**config.mk**
```make
export PLATFORM = sky130hd
export DESIGN_NAME = flash_arbiter
export DESIGN_NICKNAME = d
export VERILOG_FILES = /design/src/rtl/flash_arb_pkg.sv /design/src/rtl/rr_pick.sv /design/src/rtl/flash_arbiter.sv
export SDC_FILE = /design/constraint.sdc
export NUM_CORES = 1
export LEC_CHECK = 0
export ABC_AREA = 1
export ABC_CLOCK_PERIOD_IN_PS = 1650
export CAP_MARGIN = 10
export CORE_MARGIN = 2
export CORE_UTILIZATION = 34
export DETAILED_ROUTE_END_ITERATION = 12
export HOLD_SLACK_MARGIN = 0.02
export PLACE_DENSITY = 0.77
export SKIP_LAST_GASP = 1
export SYNTH_ARGS = -nofsm -noshare
export SYNTH_HDL_FRONTEND = slang
export SYNTH_SLANG_ARGS = --single-unit
```
**constraint.sdc**
```tcl
create_clock -name clock -period 1.65 [get_ports clock]
set_input_delay 0.495 -clock clock [delete_from_list [all_inputs] [get_ports clock]]
set_output_delay 0.495 -clock clock [all_outputs]
set_load 0.05 [all_outputs]
```
**src/rtl/flash_arb_pkg.sv**
```systemverilog
// Shared types and constants for the flash arbiter and the requesters that
// form flash byte addresses.
package flash_arb_pkg;

   typedef enum logic [1:0] {
      IDLE,
      GRANTED,
      RELEASE
   } arb_state_t;

   localparam int                      FLASH_ADDR_W    = 24;
   localparam logic [FLASH_ADDR_W-1:0] FLASH_GAME_BASE = 24'h400000;

endpackage

```
**src/rtl/rr_pick.sv**
```systemverilog
// Combinational round-robin picker: first set request bit scanning upward
// from last+1, wrapping modulo NREQ.
module rr_pick #(
   parameter  int NREQ  = 3,
   localparam int IDX_W = $clog2(NREQ)
) (
   input  logic [NREQ-1:0]  req,
   input  logic [IDX_W-1:0] last,
   output logic [IDX_W-1:0] idx,
   output logic             any
);

   // NOTE: every output and temporary gets a default before the scan, so no
   // path through this block can leave a value held and infer a latch.
   always_comb begin
      logic [IDX_W-1:0] cand;
      idx  = '0;
      any  = 1'b0;
      cand = last;
      for (int i = 0; i < NREQ; i++) begin
         cand = (cand == IDX_W'(NREQ - 1)) ? '0 : cand + 1'b1;
         if (!any && req[cand]) begin
            idx = cand;
            any = 1'b1;
         end
      end
   end

endmodule

```
**src/rtl/flash_arbiter.sv**
```systemverilog
// Round-robin arbiter with burst locking in front of the single flashmem SPI
// byte reader; owner switches always pass through a one-cycle RELEASE.
module flash_arbiter
   import flash_arb_pkg::*;
#(
   parameter  int NREQ      = 3,
   parameter  int MAX_BURST = 1024,
   parameter  int ADDR_W    = FLASH_ADDR_W,
   localparam int IDX_W     = $clog2(NREQ)
) (
   input  logic                     clock,
   input  logic                     reset,
   input  logic [NREQ-1:0]          req_valid,
   input  logic [NREQ*ADDR_W-1:0]   req_addr,
   output logic [NREQ-1:0]          req_ready,
   output logic [7:0]               rdata,
   output logic [IDX_W-1:0]         grant,
   output logic                     busy,
   output logic                     mem_valid,
   output logic [ADDR_W-1:0]        mem_addr,
   input  logic                     mem_ready,
   input  logic [7:0]               mem_rdata
);

   localparam int              CNT_W      = $clog2(MAX_BURST + 1);
   localparam logic [CNT_W-1:0] BURST_MAX  = CNT_W'(MAX_BURST);
   localparam logic [CNT_W-1:0] BURST_LAST = CNT_W'(MAX_BURST - 1);

   arb_state_t       state, state_n;
   logic [IDX_W-1:0] grant_n, last, last_n, pick_idx;
   logic [CNT_W-1:0] burst_cnt, burst_cnt_n;
   logic             ready_q;
   logic             pick_any, owner_valid, others_pending;

   rr_pick #(.NREQ(NREQ)) u_pick (
      .req  (req_valid),
      .last (last),
      .idx  (pick_idx),
      .any  (pick_any)
   );

   assign rdata          = mem_rdata;
   assign owner_valid    = req_valid[grant];
   assign others_pending = |(req_valid & ~(NREQ'(1) << grant));

   always_comb begin
      state_n     = state;
      grant_n     = grant;
      last_n      = last;
      burst_cnt_n = burst_cnt;
      mem_valid   = 1'b0;
      mem_addr    = '0;
      req_ready   = '0;
      case (state)
         IDLE: begin
            if (pick_any) begin
               state_n     = GRANTED;
               grant_n     = pick_idx;
               burst_cnt_n = '0;
            end
         end
         GRANTED: begin
            mem_valid        = owner_valid;
            mem_addr         = req_addr[int'(grant)*ADDR_W +: ADDR_W];
            req_ready[grant] = mem_ready;
            if (mem_ready && burst_cnt != BURST_MAX)
               burst_cnt_n = burst_cnt + 1'b1;
            // Owner done or aborted; otherwise yield at the burst limit only
            // on a byte boundary so flashmem never sees an address swap.
            if (!owner_valid && !mem_ready)
               state_n = RELEASE;
            else if (mem_ready && burst_cnt == BURST_LAST && others_pending)
               state_n = RELEASE;
            else if (burst_cnt == BURST_MAX && others_pending && (ready_q || !owner_valid))
               state_n = RELEASE;
         end
         RELEASE: begin
            last_n  = grant;
            state_n = IDLE;
         end
         default: state_n = IDLE;
      endcase
   end

   // NOTE: state registers use non-blocking assignments so every register
   // samples the pre-edge values regardless of statement order.
   always_ff @(posedge clock) begin
      if (reset) begin
         state     <= IDLE;
         grant     <= '0;
         last      <= IDX_W'(NREQ - 1);
         burst_cnt <= '0;
         busy      <= 1'b0;
         ready_q   <= 1'b0;
      end else begin
         state     <= state_n;
         grant     <= grant_n;
         last      <= last_n;
         burst_cnt <= burst_cnt_n;
         busy      <= (state_n != IDLE);
         ready_q   <= (state == GRANTED) && mem_ready;
      end
   end

endmodule
```
After elaboration in Yosys (flattened, before gate mapping)
Cells that the tools add are included.
Operators by class
  add/sub/neg operators: 4
  multiply operators: 1
  $lt $le $gt $ge: 5
  eq/ne operators: 10
  shift-type cells: 2
  mux-type cells: 30
  bitwise gates (word level): 3
  reductions and logical operators: 21
Operator list (number)
  $shiftx A72 B8 Y24: 1
  $mux W24: 1
  $mux W11: 2
  $pmux W11 S2: 1
  $mux W2: 10
  $lt A2 B3 Y1 const B: 4
  $add A11 B1 Y11 const B: 1
  $eq A11 B10 Y1 const B: 1
  $eq A11 B11 Y1 const B: 1
  $ne A11 B11 Y1 const B: 1
  $logic_and A1 B1 Y1: 10
  $mux W1: 9
  $bmux W1 S2: 4
  $eq A2 B2 Y1 const B: 4
  $add A2 B1 Y2 const B: 3
  $and A3 B3 Y3: 2
  $logic_not A1 Y1: 4
  $mul A2 B2 Y4 const B: 1
  $ne A2 B2 Y1 const B: 2
  $pmux W2 S2: 1
  $reduce_bool A2 Y1: 2
  $mux W3: 1
  $not A3 Y3: 1
  $reduce_and A3 Y1: 1
  other kinds (8): 8
Word-level totals
  bits in registers: 19
  input port bits: 86
  output and inout port bits: 39
  word-level logic and storage cells: 82

Logic depth before layout (Yosys ltp)
Gate-level depths: netlist of run 1.
  word-level depth: 14
  gate-level depth with buffers: 11
  gate-level depth less buffers: 10

Cells and area by module
Synthesis of run 1 repeated with hierarchy kept, for this count alone.
Unflattened totals
  cell total of the unflattened synthesis: 369
  area, all modules: 2011.9 um^2
Modules (own cells, without submodules)
  flash_arbiter: times used 1, cells each 335, area each 1851.8 um^2, seq. area each 380.4 um^2
  rr_pick: times used 1, cells each 34, area each 160.2 um^2, seq. area each 0.0 um^2

Least setup slack after synthesis of run 1
No wires, ideal clock.
  path type: reg2out
  from: register grant[0]
  to: output mem_addr[10]
  arrival time: 1.759 ns
  required time: 1.155 ns
  slack: -0.604 ns
  stages on the path, launching flop included: 7
  buffers on the path: 2
  cells stage by stage: dfxtp_1 -> buf_2 -> clkbuf_1 -> nand3_1 -> nand3_1 -> nand2_1 -> inv_1
On the way
  longest elaborated chain between the ends: 3
RTL lines
  from (decl): RTL line flash_arbiter.sv:17  | output logic [IDX_W-1:0] grant,
  from (signal assigned): RTL line flash_arbiter.sv:97  | grant <= grant_n;
  $mul A2 B2 Y4: RTL line flash_arbiter.sv:64  | mem_addr = req_addr[int'(grant)*ADDR_W +: ADDR_W];
  $shiftx A72 B8 Y24: RTL line flash_arbiter.sv:64
  $mux W24: RTL line flash_arbiter.sv:54  | case (state)
  to (decl): RTL line flash_arbiter.sv:20  | output logic [ADDR_W-1:0] mem_addr,
Every way passes these cells.

Worst setup path after layout of run 1
  from: input req_addr[31]
  to: output mem_addr[7]
On the way
  longest elaborated chain between the ends: 2
RTL lines
  from (decl): RTL line flash_arbiter.sv:14  | input logic [NREQ*ADDR_W-1:0] req_addr,
  $shiftx A72 B8 Y24: RTL line flash_arbiter.sv:64
  $mux W24: RTL line flash_arbiter.sv:54
Every way passes these cells.

==> impl.org, run 1 <==
** Run status
- The run finished, with violations left.
- The final reports fail on setup timing.

** Cells and area
- The multi-input combinational cells in the finished layout cover a total of 1780 um^2.
- In the final layout, the share of cells above drive strength 1 is 43.4%.
- Layout fillers :: 440
- Total number of nets in the final design :: 601
- At the end of the flow the core is filled with cells to 73.4%.
- Sequential cell area :: 390 um^2
- Most common library cell in the layout ignoring fill and taps :: nand2_2
- The top cell types in the final layout, fill and taps aside, are nand2_2 (65), nand2_1 (64), clkdlybuf4s50_1 (64).
- From synthesis to final layout, the design area changed by 110%.
- Number of non-filler instances in the completed layout :: 588

** Timing
- The number of pins with negative max-slew slack in the final report came to 0.
- RSZ-0062 raised after global routing :: yes
- Transition at the pin with the smallest max-transition slack :: 0.563 ns
- After layout, the worst setup slack is -0.303 ns.
- Period utilization :: 118%
- Measured against its own limit, the worst slew margin works out to 62.3%.
- Final-report hold violation count :: 0
- Worst setup skew after layout :: 0.00107 ns
- On the final layout, the worst hold slack is 0.530 ns.
- Timing would allow up to 0.512 GHz.
- Period minus WS final :: 1.95 ns
- Setup violations remaining at the end of the flow were counted as 28.

** Clocking
- Number of buffers created by CTS :: 3
- Deepest level of the CTS H-tree :: 1
- At the later pin of the worst-skew pair, clock insertion delay measures 0.26 ns.
- The tree is rooted in a clkbuf_8.
- Post-CTS Hold Fix Bufs :: 0
- In this run the deepest clock path goes through 2 buffers.
- TritonCTS clock tree :: done
- Clock-pin slew was measured on the worst setup and hold paths at 0.07 ns.
- Clock net sink count :: 19

** Critical path
- Worst setup SP type :: input port
- CP Depth :: 6
- For this design, the slowest cell found on the critical path is clkdlybuf4s50_1.
- Critical Path Sink :: mem_addr[7]
- Worst-case reg-to-reg path depth :: 7
- Worst path arrival time :: 1.46 ns
- The number of buffers and inverters on the critical path is 3.
- Worst path cell trace :: clkdlybuf4s50_1 -> nand3_1 -> nand3_2 -> nand2_2 -> clkinvlp_4 -> buf_12
- Required @ worst endpoint :: 1.15 ns
- The critical path is of the input port to output port type.
- Maximum net fanout on the critical path :: 1
- Reg2Reg Launch Point :: state[1]
- The cell family contributing the most delay on the critical path is buffers and inverters.
- Setup slack on the worst flop-to-flop path :: 0.06 ns
- Nature of the critical path endpoint :: output port
- Worst R2R End :: burst_cnt[10]
- Maximum single-stage delay on the critical path :: 0.48 ns
- Worst setup path start :: req_addr[31]

** Yosys
- A synthesized cell averages 5.28 um^2.
- Commonest register cell after synthesis :: dfxtp_1
- In the post-synthesis netlist, the biggest area contributors are nand2_1 (25%), dfxtp_1 (18%), nand3_1 (18%), inv_1 (9.8%), nor2_1 (8.0%).
- Seq/Total Area, Yosys :: 18.5%
- Area leader, netlist :: nand2_1
- When the netlist entered floorplanning its net count stood at 478.
- For this run, asynchronously set or reset flops after synthesis account for 0%.
- Count of flip-flops with a built-in enable after synthesis :: 0
- Number of cells produced by synthesis :: 390
- Yosys printed 0 warnings.
- After synthesis the netlist holds a flip-flop and latch count of 19.
- After synthesis, the netlist uses 24 different library cells.
- Yosys top cell area share :: 24.6%
- Synthesized area :: 2060 um^2

** Placement
- Detailed placement ended at an HPWL of 6470 um.
- In this run the tool buffered the top-level ports with 108 buffer cells.
- Counting tap cells, the placed design contains a total of 574 instances.
- Routability-driven placement finished with a final weighted congestion of 0.849.

** Global routing
- Pin count of the biggest net entering global routing :: 26
- The number of antenna violations at the first check in global routing was 0.
- The first global-routing pass estimated 13400 um of wire.
- Global routing used 25.3% of the available tracks.
- After global routing the overflow that remains totals 0.
- The number of global-route vias before repair came to 2805.

** Drt
- The routed layout has 2984 vias.
- In the routed design, unresolved DRC markers number 0.
- In the routed layout, each cell is associated on average with a via count of 5.07.
- Dividing the detail-routed wire length by the instance count gives 15.2 um.
- The first TritonRoute pass finished after 5 iterations.
- For this block, the initial DRC count from the detailed router was 129.
- The routed design has 8950 um of wire.
- Number of nets with antenna violations after routing :: 0

** Power
- IR analysis of the VDD net gives a maximum drop of 0.805 mV.
- Power per cell area :: 927 nW/um^2
- Summed over all cells, the static leakage comes to 1.84 nW.
- Final Total Pwr :: 4.00 mW

** Floorplan
- Die Span X :: 81.9 um
- From bottom edge to top edge, the die measures 81.9 um.
- Once the floorplan was initialized, standard cells occupied 35.0% of the core.
- Overall die area :: 6700 um^2
- Placement row count :: 28
- The core region is 5890 um^2.
- Io pins :: 125

** Hold path
- Type of the most critical hold path :: flip-flop to flip-flop

** Run
- Number of max-cap violations :: 0
how the worst min path moves through the flow:
stage | startpoint | endpoint | cells past startpoint | slack, ns
2_1_floorplan | burst_cnt[6] | burst_cnt[6] | 2 | 0.48
3_3_place_gp | grant[0] | grant[0] | 2 | 0.49
3_5_place_dp | grant[0] | grant[0] | 2 | 0.50
4_1_cts | burst_cnt[6] | burst_cnt[6] | 2 | 0.53
5_1_grt | burst_cnt[4] | burst_cnt[4] | 2 | 0.56
6_report | burst_cnt[6] | burst_cnt[6] | 2 | 0.53
final cells by class:
cell class / count / area share, %
diodes: 1 / 0.0579
clock buffers: 4 / 1.04
inverters: 59 / 7.64
multi-input cells: 292 / 41.1
flip-flops and latches: 19 / 9.03
well taps: 75 / 2.17
repair buffers: 138 / 38.9
per-stage QoR:
step           setup slack, ns  setup TNS [ns]  area [um^2]
6_report                -0.303           -7.04         4320
5_1_grt                 -0.344           -8.55         4320
4_1_cts                 -0.286           -6.82         4210
3_5_place_dp            -0.435          -12.35         3970
3_3_place_gp            -0.431          -11.54         3970
2_1_floorplan           -0.122           -2.46         2410
cells by family after synthesis:
kind of cell,Yosys count,synth area share (%)
fa+ha+maj,2,1.21
compound gates,14,4.55
flops,19,18.5
xor+xnor,5,2.12
simple gates,270,57.4
buf+inv,80,16.2
registers in the layout (all words and copies together), names as in the netlist:
register   flops
ready_q        1
grant          2
last           2
burst_cnt     11
busy           1
state          2
worst min-delay path, stage by stage (launching register included):
cell	delay, ns
dfxtp_1	0.35
inv_1	0.09
a21oi_2	0.05
synthesized netlist by cell type, types with 4 or more instances:
| cell | count |
|---|---|
| nand2_1 | 135 |
| nand3_1 | 73 |
| inv_1 | 54 |
| nor2_1 | 44 |
| dfxtp_1 | 19 |
| a21oi_1 | 9 |
| buf_4 | 8 |
| clkbuf_1 | 8 |
| inv_2 | 5 |
| xor2_1 | 5 |
| nand2_2 | 4 |
| nand3_2 | 4 |
| nand4_1 | 4 |
layer usage:
layer	global-route usage, %	wire, um	part of all wire, %	up-vias
li1	-	-	-	1451
met1	28.2	3110	35	1341
met2	46.2	4570	51	157
met3	6.04	942	11	35
met4	9.67	329	3.7	0
met5	0	0	0	-
power breakdown:
part	leakage [nW]	internal, mW	total [mW]	switching, mW
sequential	0.157	0.518	0.580	0.0626
combinational	1.66	1.34	3.09	1.74
clock	0.0228	0.172	0.339	0.166
what timing repair did:
action / CTS / global route
setup endpoints to repair: 41 / 41
gates cloned: 1 / 1
pin swaps: 17 / 11
setup buffers: 7 / 1
resized for setup: 60 / 25
No activity file was read; power rests on OpenSTA's default activity.
==> run 2: changes to the inputs <==
--- a/config.mk
+++ b/config.mk
@@ -13,6 +13,7 @@
 export DETAILED_ROUTE_END_ITERATION = 12
 export HOLD_SLACK_MARGIN = 0.02
 export PLACE_DENSITY = 0.77
+export SETUP_SLACK_MARGIN = 0.15
 export SKIP_LAST_GASP = 1
 export SYNTH_ARGS = -nofsm -noshare
 export SYNTH_HDL_FRONTEND = slang
==> run 2 against run 1 <==
Net effect:
- sequential power rose by 2%
- count of clock-buffer cells in the layout fell by 1
- the flow still finishes with violations (setup timing)
- sequential cell count did not move
- critical path type is now flip-flop to output port
- hold slack improved by 0.0024 ns
- critical path depth rose by 3
- fmax fell by 2.2%
- combinational power rose by 5%
- routed wire length rose by 6.3%
==> impl.org, run 2 (synthesis results as in run 1) <==
** Drt
- Average detailed-routed wire length per instance :: 16.1 um
- Iter 0 DRT Violations :: 125
- Final WL :: 9510 um
- The first detailed-routing pass ran for 5 iterations.
- In the routed design, unresolved DRC markers number 0.
- In the routed layout, each cell is associated on average with a via count of 5.14.
- Number of nets with antenna violations after routing :: 0
- Detailed routing inserted a total of 3034 vias.

** Global routing
- First-pass GRT wire length :: 12900 um
- Number of antenna violations at the first check in global routing :: 0
- Pin count of the biggest net entering global routing :: 25
- Summed over all layers, the global routing overflow is 0.
- For this run, the total global-route usage over all layers was measured as 24.7%.
- The number of global-route vias before repair is 2680.

** Floorplan
- From bottom edge to top edge, the die measures 81.9 um.
- In this run the core area contains 28 standard-cell rows.
- Core footprint :: 5890 um^2
- The die covers 6700 um^2.
- In this run the count of I/O pins placed on the die edge is 125.
- Once the floorplan was initialized, standard cells occupied 35.0% of the core.
- Die Span X :: 81.9 um

** Critical path
- Required @ worst endpoint :: 1.15 ns
- The critical path is of the flip-flop to output port type.
- The signal on the critical path passes through inv_4 -> nand2_4 -> inv_8 -> buf_12 -> nand2_2 -> nand3_2 -> nand2_2 -> clkinvlp_4 -> buf_12.
- Maximum single-stage delay on the critical path :: 0.40 ns
- Worst setup SP type :: flip-flop
- For the worst setup path, the data arrival time is 1.50 ns.
- Nature of the critical path endpoint :: output port
- In this run the register-to-register setup slack is 0.10 ns.
- For this design, the slowest cell found on the critical path is dfxtp_4.
- Maximum net fanout on the critical path :: 6
- Top Family by Delay on Critical Path :: buffers and inverters
- The critical path contains buffers and inverters numbering 5 combined.

** Timing
- Worst setup skew after layout :: 0.00575 ns
- Setup tns final :: -8.56 ns
- Setup violations, final :: 28
- At the pin with the least slew margin, the transition time is 0.477 ns.
- RSZ-0062 raised after global routing :: yes
- WHS :: 0.533 ns
- Final-report hold violation count :: 0
- Final Max Slew Viols :: 0
- Period minus WS final :: 2.00 ns
- Setup slack on the critical path of the routed design comes to -0.347 ns.
- In this run the tightest slew margin relative to its limit is 68.2%.
- After layout, the worst path uses 121% of the clock period.
- Based on the critical path, the design can be clocked at up to 0.501 GHz.

** Placement
- Port Buf Inserts :: 108
- Counting tap cells, the placed design contains a total of 572 instances.
- The placed instances occupy a cell area of 3970 um^2.
- Estimated wirelength of the detail-placed design :: 6260 um
- Final weighted congestion in routability-driven placement :: 0.891

** Clocking
- Clock latency on the worst-skew pair :: 0.27 ns
- Clock net sink count :: 19
- CTS clk-pin slew, worst paths :: 0.08 ns
- For this design, the CTS-stage hold fixing added 0 buffers.
- The cell sitting at the root of the clock tree is a clkbuf_8.
- Counting the buffers created by CTS gives 3.
- Deepest level of the CTS H-tree :: 1
- In this run the deepest clock path goes through 2 buffers.
- TritonCTS built the clock tree.

** Cells and area
- Most common library cell in the layout ignoring fill and taps :: nand2_2
- Leading cell types in the layout, fill and taps excluded :: nand2_2 (79), clkdlybuf4s50_1 (73), nand2_1 (54)
- Number of non-filler instances in the completed layout :: 590
- Area Overhead vs Synth :: 119%
- Antenna fix cells :: 0
- For this run, the post-layout net count is 604.
- Share of post-route cells with drive strength above 1 :: 48.9%
- Fin area :: 4510 um^2
- Largest register by flop count :: burst_cnt
- The register with the most flip-flops in the layout has 11 of them.

** Power
- Reported leakage power :: 1.83 nW
- Final Total Pwr :: 4.17 mW
- Power per cell area :: 926 nW/um^2
- IR analysis of the VDD net gives a maximum drop of 0.939 mV.

** Run status
- The checks that failed: setup timing.
- The flow ran to the end, but the final reports show violations.

** Hold path
- Type of the most critical hold path :: flip-flop to flip-flop

** Run
- Number of max-cap violations :: 0
==> run 2: changes by cell type in the layout (fill, tap and decap cells not counted), sizes merged <==
| cell | before | now |
|---|---|---|
| clkdlybuf4s50 | 64 | 73 |
| dlygate4sd2 | 12 | 1 |
| buf | 61 | 63 |
| diode | 1 | 0 |
| inv | 33 | 34 |
| clkbuf | 4 | 6 |
==> run 2: path summary, 6_finish.rpt <==
| kind | cells after the start | from | end |
|---|---|---|---|
| setup / recovery | 9 | grant[0] | mem_addr[8] |
| hold / removal | 2 | burst_cnt[6] | burst_cnt[6] |
| setup reg to reg | 13 | grant[0] | busy |
| hold reg to reg | 2 | burst_cnt[6] | burst_cnt[6] |
==> run 2: worst register-to-register path, delay by kind of cell, from the launching register on <==
family	cells	cell delay, ns
and+or+nand+nor	9	0.64
buffers and inverters	4	0.43
DFF	1	0.38
==> run 2: timing repair <==
item                                    in CTS  in global routing
setup buffers                                5                  5
pin swaps                                    8                 16
endpoints found under the setup margin      44                 44
gates resized for setup                     51                 62
gates cloned                                 3                  1
==> run 2: routing by layer <==
layer  vias to the layer above  wire [um]  global-route usage, %
li1                       1459          -                      -
met1                      1415       3640                   30.3
met2                       147       4940                   44.6
met3                        13        783                   4.73
met4                         0        140                   5.33
met5                         -          0                      0
==> run 2: layout make-up <==
type                       count  area (um^2)
tap                           75         93.8
inverter                      59          333
timing repair buffer         141         1780
clock inverter                 1         5.00
fill                         381         1380
sequential                    19          393
clock buffer                   3         41.3
multi-input combinational    292         1860
==> run 2: stage by stage <==
stage	util [%]	setup slack, ns
after floorplan	-	-0.122
after global placement	67.4	-0.404
after detailed placement	67.4	-0.410
after CTS	72.1	-0.327
after global routing	76.6	-0.406
final	76.6	-0.347
==> run 2: power breakdown <==
part / switching [mW] / internal, mW / leakage [nW]
registers: 0.0700 / 0.520 / 0.157
logic: 1.82 / 1.41 / 1.64
clock network: 0.182 / 0.169 / 0.0255
==> run 3: changes to the inputs <==
--- a/config.mk
+++ b/config.mk
@@ -13,6 +13,7 @@
 export DETAILED_ROUTE_END_ITERATION = 12
 export HOLD_SLACK_MARGIN = 0.02
 export PLACE_DENSITY = 0.77
+export RECOVER_POWER = 25
 export SETUP_SLACK_MARGIN = 0.15
 export SKIP_LAST_GASP = 1
 export SYNTH_ARGS = -nofsm -noshare
==> results of run 3 <==
Final layout, timing and power as in run 2 (identical DEF).
